File: src/rtl/rr_arbiter8_pkg.sv
// Shared constants, FSM state type and the rotating-priority pick used by the
// 8-way round-robin arbiter.
package rr_arbiter8_pkg;

   localparam int N_REQ = 8;
   localparam int IDX_W = 3;

   typedef enum logic {IDLE, GRANT} state_t;

   // The search starts at i_ptr and moves upward, wrapping from the top bit to 0.
   // Rotate right so i_ptr lands on bit 0, isolate the lowest set bit, then rotate back.
   function automatic logic [N_REQ-1:0] rr_pick(input logic [N_REQ-1:0] i_req,
                                                input logic [IDX_W-1:0] i_ptr);
      logic [2*N_REQ-1:0] w_dbl;
      logic [N_REQ-1:0]   w_rot;
      logic [N_REQ-1:0]   w_lsb;
      w_dbl = {i_req, i_req} >> i_ptr;
      w_rot = w_dbl[N_REQ-1:0];
      w_lsb = w_rot & (~w_rot + N_REQ'(1));
      w_dbl = {w_lsb, w_lsb} << i_ptr;
      return w_dbl[2*N_REQ-1:N_REQ];
   endfunction

endpackage

File: src/rtl/rr_arbiter8_encoder83.sv
// 8-to-3 encoder: returns the position of the single set bit of iData.
// An all-zero input gives 0.
module encoder83
   import rr_arbiter8_pkg::*;
(
   input  logic [N_REQ-1:0] iData,
   output logic [IDX_W-1:0] oData
);

   // With a one-hot input, OR-ing the indices of the set bits yields its position.
   always_comb begin
      oData = '0;
      for (int i = 0; i < N_REQ; i++) begin
         if (iData[i]) oData = oData | IDX_W'(i);
      end
   end

endmodule

File: src/rtl/rr_arbiter8.sv
// Round-robin arbiter for 8 requesters with a registered one-hot grant, a
// rotating priority pointer and an optional limit on how long a grant is held.
module rr_arbiter8
   import rr_arbiter8_pkg::*;
#(
   parameter int MAX_HOLD = 16,
   parameter bit HOLD_EN  = 1'b1
)(
   input  logic             iClk,
   input  logic             iRst,
   input  logic [N_REQ-1:0] iReq,
   output logic [N_REQ-1:0] oGrant,
   output logic [IDX_W-1:0] oGrantIdx,
   output logic             oValid
);

   localparam int             CNT_W    = $clog2(MAX_HOLD);
   localparam logic [CNT_W-1:0] CNT_LAST = CNT_W'(MAX_HOLD - 1);

   state_t             r_state;
   logic [N_REQ-1:0]   r_grant;
   logic [IDX_W-1:0]   r_ptr;
   logic [CNT_W-1:0]   r_cnt;

   state_t             w_state_nxt;
   logic [N_REQ-1:0]   w_grant_nxt;
   logic [IDX_W-1:0]   w_ptr_nxt;
   logic [CNT_W-1:0]   w_cnt_nxt;
   logic [IDX_W-1:0]   w_idx;
   logic [IDX_W-1:0]   w_idx_inc;
   logic [N_REQ-1:0]   w_req_others;
   logic               w_req_held;
   logic               w_hold_limit;

   encoder83 u_enc (
      .iData (r_grant),
      .oData (w_idx)
   );

   assign w_idx_inc    = w_idx + IDX_W'(1);
   assign w_req_others = iReq & ~r_grant;
   assign w_req_held   = |(iReq & r_grant);
   assign w_hold_limit = HOLD_EN && (r_cnt == CNT_LAST);

   // NOTE: every next-state signal gets its default before the case, so no path
   // leaves one unassigned and no latch is inferred.
   always_comb begin
      w_state_nxt = r_state;
      w_grant_nxt = r_grant;
      w_ptr_nxt   = r_ptr;
      w_cnt_nxt   = r_cnt;
      case (r_state)
         IDLE: begin
            if (|iReq) begin
               w_grant_nxt = rr_pick(iReq, r_ptr);
               w_cnt_nxt   = '0;
               w_state_nxt = GRANT;
            end
         end
         GRANT: begin
            if (w_req_held && !w_hold_limit) begin
               // Saturates only when the limit is disabled; otherwise release comes first.
               if (r_cnt != CNT_LAST) w_cnt_nxt = r_cnt + CNT_W'(1);
            end else begin
               w_ptr_nxt   = w_idx_inc;
               w_grant_nxt = rr_pick(w_req_others, w_idx_inc);
               w_cnt_nxt   = '0;
               w_state_nxt = (|w_req_others) ? GRANT : IDLE;
            end
         end
         default: begin
            w_state_nxt = IDLE;
            w_grant_nxt = '0;
         end
      endcase
   end

   // NOTE: state registers use non-blocking assignments so every flop samples
   // the pre-edge values, independent of the order the processes run in.
   always_ff @(posedge iClk or posedge iRst) begin
      if (iRst) begin
         r_state <= IDLE;
         r_grant <= '0;
         r_ptr   <= '0;
         r_cnt   <= '0;
      end else begin
         r_state <= w_state_nxt;
         r_grant <= w_grant_nxt;
         r_ptr   <= w_ptr_nxt;
         r_cnt   <= w_cnt_nxt;
      end
   end

   assign oGrant    = r_grant;
   assign oGrantIdx = w_idx;
   assign oValid    = |r_grant;

endmodule
File: config.mk
export PLATFORM = sky130hd
export DESIGN_NAME = rr_arbiter8
export DESIGN_NICKNAME = d
export VERILOG_FILES = /design/src/rtl/rr_arbiter8_pkg.sv /design/src/rtl/rr_arbiter8_encoder83.sv /design/src/rtl/rr_arbiter8.sv
export SDC_FILE = /design/constraint.sdc
export NUM_CORES = 1
export LEC_CHECK = 0
export ABC_AREA = 1
export BUFFER_PORTS_ARGS = -buffer_cell sky130_fd_sc_hd__buf_2
export CAP_MARGIN = 20
export CORE_MARGIN = 2
export CORE_UTILIZATION = 56
export CTS_CLUSTER_SIZE = 30
export DETAILED_ROUTE_END_ITERATION = 6
export PLACE_DENSITY_LB_ADDON = 0.25
export SYNTH_ARGS = -nofsm -noshare
export SYNTH_HDL_FRONTEND = slang
export SYNTH_SLANG_ARGS = --single-unit
File: constraint.sdc
create_clock -name iClk -period 8.65 [get_ports iClk]
set_clock_uncertainty 0.1 [all_clocks]
set_input_delay 1.73 -clock iClk [delete_from_list [all_inputs] [get_ports iClk]]
set_output_delay 1.73 -clock iClk [all_outputs]
set_load 0.01 [all_outputs]
==> After elaboration in Yosys (flattened, before gate mapping) <==
Cells that the tools add are included.
{ "word_totals": {"in_bits": 10, "out_inout_bits": 12, "reg_bits": 16, "elab_cells": 53} }
{ "op_classes": {"n_mux": 18, "bitwise_logic": 9, "addsub": 4, "eq_ne": 5, "shifts": 4, "n_reduce_logical": 9} }
{ "ops": {"columns": ["op", "count"], "rows": [
  ["AND 8 bit", 4],
  ["OR reduction 8 bit", 4],
  ["<< shifter 16 x 3 -> 16 bit", 2],
  [">> shifter 16 x 3 -> 8 bit", 2],
  ["inverter 8 bit", 3],
  ["adder 8 x 1 -> 8 bit, second input constant", 2],
  ["two-way mux 8 bit", 2],
  ["one-hot mux 8 bit (2 select lines)", 1],
  ["two-way mux 3 bit", 4],
  ["two-way mux 4 bit", 3],
  ["one-hot mux 4 bit (2 select lines)", 1],
  ["AND reduction 2 bit", 3],
  ["adder 4 x 1 -> 4 bit, second input constant", 1],
  ["equality test 4 bit, second input constant", 1],
  ["two-way mux 1 bit", 4],
  ["two-way mux 2 bit", 2],
  ["!= test 2 bit, second input constant", 2],
  ["!= test 4 bit, second input constant", 1],
  ["adder 3 x 1 -> 3 bit, second input constant", 1],
  ["!= test 3 x 2 -> 1 bit, second input constant", 1],
  ["inverter 1 bit", 2],
  ["one-hot mux 1 bit (2 select lines)", 1],
  ["logical AND 1 bit", 1],
  ["logical NOT 1 bit", 1]
]} }

==> Logic depth before layout (Yosys ltp) <==
{ "depth": {"ltp_word": 15, "ltp_mapped": 19, "depth_no_buf": 16} }

==> Cells and area by module <==
From an unflattened synthesis, not the netlist that was laid out.
{ "unflattened": {"hier_cells": 442, "area_unflattened_um2": 2468.6} }
{ "by_module_without_submodules": {"columns": ["mod", "cells_each", "instances", "seq_area_each_um2", "area_each_um2"], "rows": [
  ["rr_arbiter8", 434, 1, 400.4, 2436.1],
  ["encoder83", 8, 1, 0.0, 32.5]
]} }

==> Worst setup path after synthesis <==
Ideal clock, no wire load.
{ "synth_timing": {"path_type": "input to register", "startpoint": "input iReq[7]", "endpoint": "register r_grant[1], in the netlist oGrant[1]", "n_path_buf": 0, "setup_ns": 0.122, "path_stages": 10, "arrival_ns": 2.972, "required_ns": 8.428, "slack_ns": 5.456, "cell_sequence": "inv_1 o22ai_1 a221oi_1 nand3_1 o21ai_0 nor2_1 nor2_2 inv_1 a21oi_1 a21oi_2"} }
{ "synth_between": {"elab_chain_cells": 8} }
{ "synth_rtl": {"columns": ["item", "line", "text"], "rows": [
  ["from (decl)", "rr_arbiter8.sv:11", "input logic [N_REQ-1:0] iReq,"],
  ["AND 8 bit", "rr_arbiter8.sv:41", "assign w_req_others = iReq & ~r_grant;"],
  [">> shifter 16 x 3 -> 8 bit", "rr_arbiter8_pkg.sv:17", "w_dbl = {i_req, i_req} >> i_ptr;"],
  ["inverter 8 bit", "rr_arbiter8_pkg.sv:19", "w_lsb = w_rot & (~w_rot + N_REQ'(1));"],
  ["adder 8 x 1 -> 8 bit", "rr_arbiter8_pkg.sv:19", null],
  ["AND 8 bit", "rr_arbiter8_pkg.sv:19", null],
  ["<< shifter 16 x 3 -> 16 bit", "rr_arbiter8_pkg.sv:20", "w_dbl = {w_lsb, w_lsb} << i_ptr;"],
  ["two-way mux 8 bit", "rr_arbiter8.sv:61", "if (w_req_held && !w_hold_limit) begin"],
  ["one-hot mux 8 bit (2 select lines)", "rr_arbiter8.sv:52", "case (r_state)"],
  ["to (signal assigned)", "rr_arbiter8.sv:88", "r_grant <= w_grant_nxt;"],
  ["to (decl)", "rr_arbiter8.sv:21", "logic [N_REQ-1:0] r_grant;"]
]} }
Parallel ways exist; a longest one is shown, timed or not. The select of a mux whose other input is x is not followed.
A chain may end at the register's enable or synchronous reset.

==> Final worst setup path <==
{ "layout_timing": {"startpoint": "register r_grant[3], in the netlist oGrant[3]", "endpoint": "register r_grant[2], in the netlist oGrant[2]"} }
{ "layout_between": {"elab_chain_cells": 13} }
{ "layout_rtl": {"columns": ["item", "line", "text"], "rows": [
  ["two-way mux 2 bit (*)", "rr_arbiter8_encoder83.sv:14", "if (iData[i]) oData = oData | IDX_W'(i);"],
  ["two-way mux 3 bit (*) (4 in series)", "rr_arbiter8_encoder83.sv:14", null],
  ["adder 3 x 1 -> 3 bit (*)", "rr_arbiter8.sv:40", "assign w_idx_inc = w_idx + IDX_W'(1);"],
  ["via w_idx_inc[1]", "rr_arbiter8.sv:30", "logic [IDX_W-1:0] w_idx_inc;"],
  [">> shifter 16 x 3 -> 8 bit", "rr_arbiter8_pkg.sv:17", null],
  ["inverter 8 bit", "rr_arbiter8_pkg.sv:19", null],
  ["adder 8 x 1 -> 8 bit", "rr_arbiter8_pkg.sv:19", null],
  ["AND 8 bit", "rr_arbiter8_pkg.sv:19", null],
  ["<< shifter 16 x 3 -> 16 bit (*)", "rr_arbiter8_pkg.sv:20", null],
  ["two-way mux 8 bit (*)", "rr_arbiter8.sv:61", null],
  ["one-hot mux 8 bit (2 select lines) (*)", "rr_arbiter8.sv:52", null]
]} }
Mark *: on every way through the listed nets, which the timed path passes. The rest lies on a longest branch. The select of a mux whose other input is x is not followed.

==> metrics.md <==
| Metric | Value |
|---|---|
| Fin crit period | `3620 ps` |
| Min-delay src | `r_cnt[0]$_DFFE_PP0P_` |
| Post-Syn Area per Cell | `5.61 µm²` |
| Number of global-route vias before repair | `2503` |
| ANT nets after route | `0` |
| HPWL after DPL | `4950 µm` |
| Share of post-route cells with drive strength above 1 | `between 10% and 20%` |
| P per Cell Area | `474 mW/mm²` |
| Filler Cell Count | `405` |
| Fin area | `0.00249 mm²` |
| Placement row count | `23` |
| DR pass1 iterations | `5` |
| Worst path cell trace | `nor2_4 > nand2_4 > ha_1 > inv_1 > nand3_1 > nand3_2 > nand2_2 > nand3_1 > nor2_2 > nand3_1 > nand3_1 > nand3_1 > nand2_1 > nand2_1 > a21oi_1` |
| Critical path buffers and inverters | `1` |
| Unrepaired setup endpoints after global routing | `false` |
| Via count | `2902` |
| Slowest library cell on the worst path | `ha_1` |
| PortBufs | `21` |
| Worst-path clk slew | `60 ps` |
| # nets final | `roughly 450` |
| Global-route total usage across every layer | `27.4%` |
| Worst IR Drop VDD | `0.211 mV` |
| Post-CTS Setup Bufs | `0` |
| Core footprint | `0.00406 mm²` |
| Vias per cell | `approximately 6` |
| Initial antenna violation count | `0` |
| Routed wire length | `6520 µm` |
| Arrival time at the worst endpoint | `3700 ps` |
| Clk root buf | `clkbuf_8` |
| Total CTS buffers | `3` |
| Syn nets | `437` |
| Sequential Area | `400 µm²` |
| Worst skew pair latency | `about 260 ps` |
| Hold_buf cts | `0` |
| Largest net degree at the start of global routing | `21` |
| Gate Count Post-Synth | `425` |
| CP dominant cell by count | `nand3_1` |
| Setup WS pre-CTS | `4980 ps` |
| 1st-iter DRT viols | `between 200 and 250` |
| CP Launch Type | `flip-flop` |
| Die Y | `roughly 69 µm` |
| Crit end category | `flip-flop` |
| Final Setup Violations | `0` |
| Max incr delay on CP | `730 ps` |
| P_leak | `0.00131 µW` |
| Max-cap violation count | `0` |
| CP Launch Point | `oGrant[3]$_DFFE_PP0P_` |
| Die area | `0.00479 mm²` |
| Clock tree sinks | `16` |
| Io pins | `22` |
| First-pass GRT wire length | `11300 µm` |
| Top delay family on crit path | `simple AND/OR/NAND/NOR gates` |
| Final worst path period share | `about two fifths` |
| Slew HR | `59.0%` |
| YS warnings | `0` |
| Max FO, Critical Path | `18` |
| CP required | `about 8700 ps` |
| Final setup margin | `5030 ps` |
| Initial Utilization | `58.7%` |
| CTS H-Tree Depth | `1` |
| Synth Register Bits | `16` |
| Status | `complete, no violations` |
| Sequential-to-total area share from yosys stat | `16.8%` |
| Drt drc | `0` |
| Post_cts resized | `0` |
| Gr ovfl total | `0` |
| Die extent in x | `between 60 and 70 µm` |
| Pwr Total | `between 1000 and 1500 µW` |
| Max-slew violations | `0` |
| Fmax | `around 0.28 GHz` |
| Reg2reg start | `oGrant[3]$_DFFE_PP0P_` |
| CTS Buffer Depth | `2` |
| P&R area growth vs syn | `4.67%` |
| Synth Cell Area | `0.00238 mm²` |
| WS Path Type | `reg -> reg` |
| Dpl cell area | `0.00244 mm²` |
| Worst Max-Slew Pin Slew | `615 ps` |
| WHS | `439 ps` |
| Worst min-delay path class | `reg -> reg` |
| WL per Instance | `13.5 µm` |
| CTS tree | `done` |
| Cell variety after synth | `32` |
| Final hold vios | `0` |
| Ant. Diodes | `0` |
| Area of the multi-input gates | `between 0.0015 and 0.002 mm²` |
| Placer Congestion | `~0.9` |
| Setup tns final | `0 ps` |
## metal layers
metal	GRT usage (%)	up-vias	wire, µm
met2	43.7	128	2970
li1	-	1451	-
met4	6.10	0	81
met1	39.9	1309	3030
met5	0	-	0
met3	3.20	14	438
## synthesized netlist by cell type (all sizes together)
cell    number  area, µm²
nor4         2       12.5
a32o         1       10.0
nand4       13       81.3
nand3b       1       7.51
o22ai        1       6.26
nor3b        1       7.51
a22o         1       8.76
or2          1       6.26
nor2        28        145
nand2      154        616
buf         17        111
dfrtp       16        400
ha           2       25.0
clkinv       1       3.75
o21ai       13       65.1
nand3      115        611
a221oi       1       8.76
inv         31        116
a21oi       25        136
nor3         1       5.00
## layout by cell type, fill, tap and decap left out, drive strengths merged
| master | synthesis | layout |
|---|---|---|
| clkinv | 1 | 1 |
| nor4 | 2 | 2 |
| nand4 | 13 | 13 |
| a22o | 1 | 1 |
| nand3b | 1 | 1 |
| a21oi | 25 | 25 |
| a32o | 1 | 1 |
| nor3b | 1 | 1 |
| or2 | 1 | 1 |
| dfrtp | 16 | 16 |
| buf | 17 | 21 |
| nand3 | 115 | 115 |
| nor3 | 1 | 1 |
| inv | 31 | 31 |
| nand2 | 154 | 154 |
| a221oi | 1 | 1 |
| clkbuf | 0 | 4 |
| nor2 | 28 | 28 |
| o22ai | 1 | 1 |
| o21ai | 13 | 13 |
| ha | 2 | 2 |
## state kept, by name (all words and copies together), names as in the netlist
| signal | cells |
|---|---|
| oGrant | 8 |
| r_cnt | 4 |
| r_ptr | 3 |
| r_state | 1 |
## cell families after synthesis
group                    Yosys count  share of synthesized area, %
AND/OR/NAND/NOR                  316                          62.6
buffers and inverters             49                          9.71
AO/OA/AOI/OAI                     42                          9.87
flip-flops                        16                          16.8
adder cells (fa/ha/maj)            2                          1.05
## path summary, 6_finish.rpt
| check | depth (start not counted) | end | slack (ps) |
|---|---|---|---|
| setup / recovery | 15 | oGrant[2]$_DFFE_PP0P_ | 5030 |
| hold / removal | 1 | r_cnt[0]$_DFFE_PP0P_ | 440 |
| setup reg to reg | 15 | oGrant[2]$_DFFE_PP0P_ | 5030 |
| hold reg to reg | 1 | r_cnt[0]$_DFFE_PP0P_ | 440 |
| max in group asynchronous | 2 | r_ptr[1]$_DFFE_PP0P_ | 6620 |
| min in group asynchronous | 2 | oGrant[1]$_DFFE_PP0P_ | 1440 |
## stage by stage
stage	utilization, %	instances
3_5_place_dp	60.1	479
4_1_cts	61.5	483
3_3_place_gp	60.1	479
2_1_floorplan	-	425
6_report	61.5	483
5_1_grt	61.5	483
## power by group
part	switching [µW]	leakage (µW)	internal, µW
clock	27.0	0.0000288	40.5
combinational	629	0.00109	300
sequential	75.1	0.000190	111
## cell type report
class / count / area share [%]
well taps: 50 / 2.51
inverters: 32 / 4.81
repair buffers: 21 / 4.21
flip-flops and latches: 16 / 16.0
multi-input cells: 360 / 70.2
clock buffers: 4 / 2.21
(Power assumes the default switching activity.)
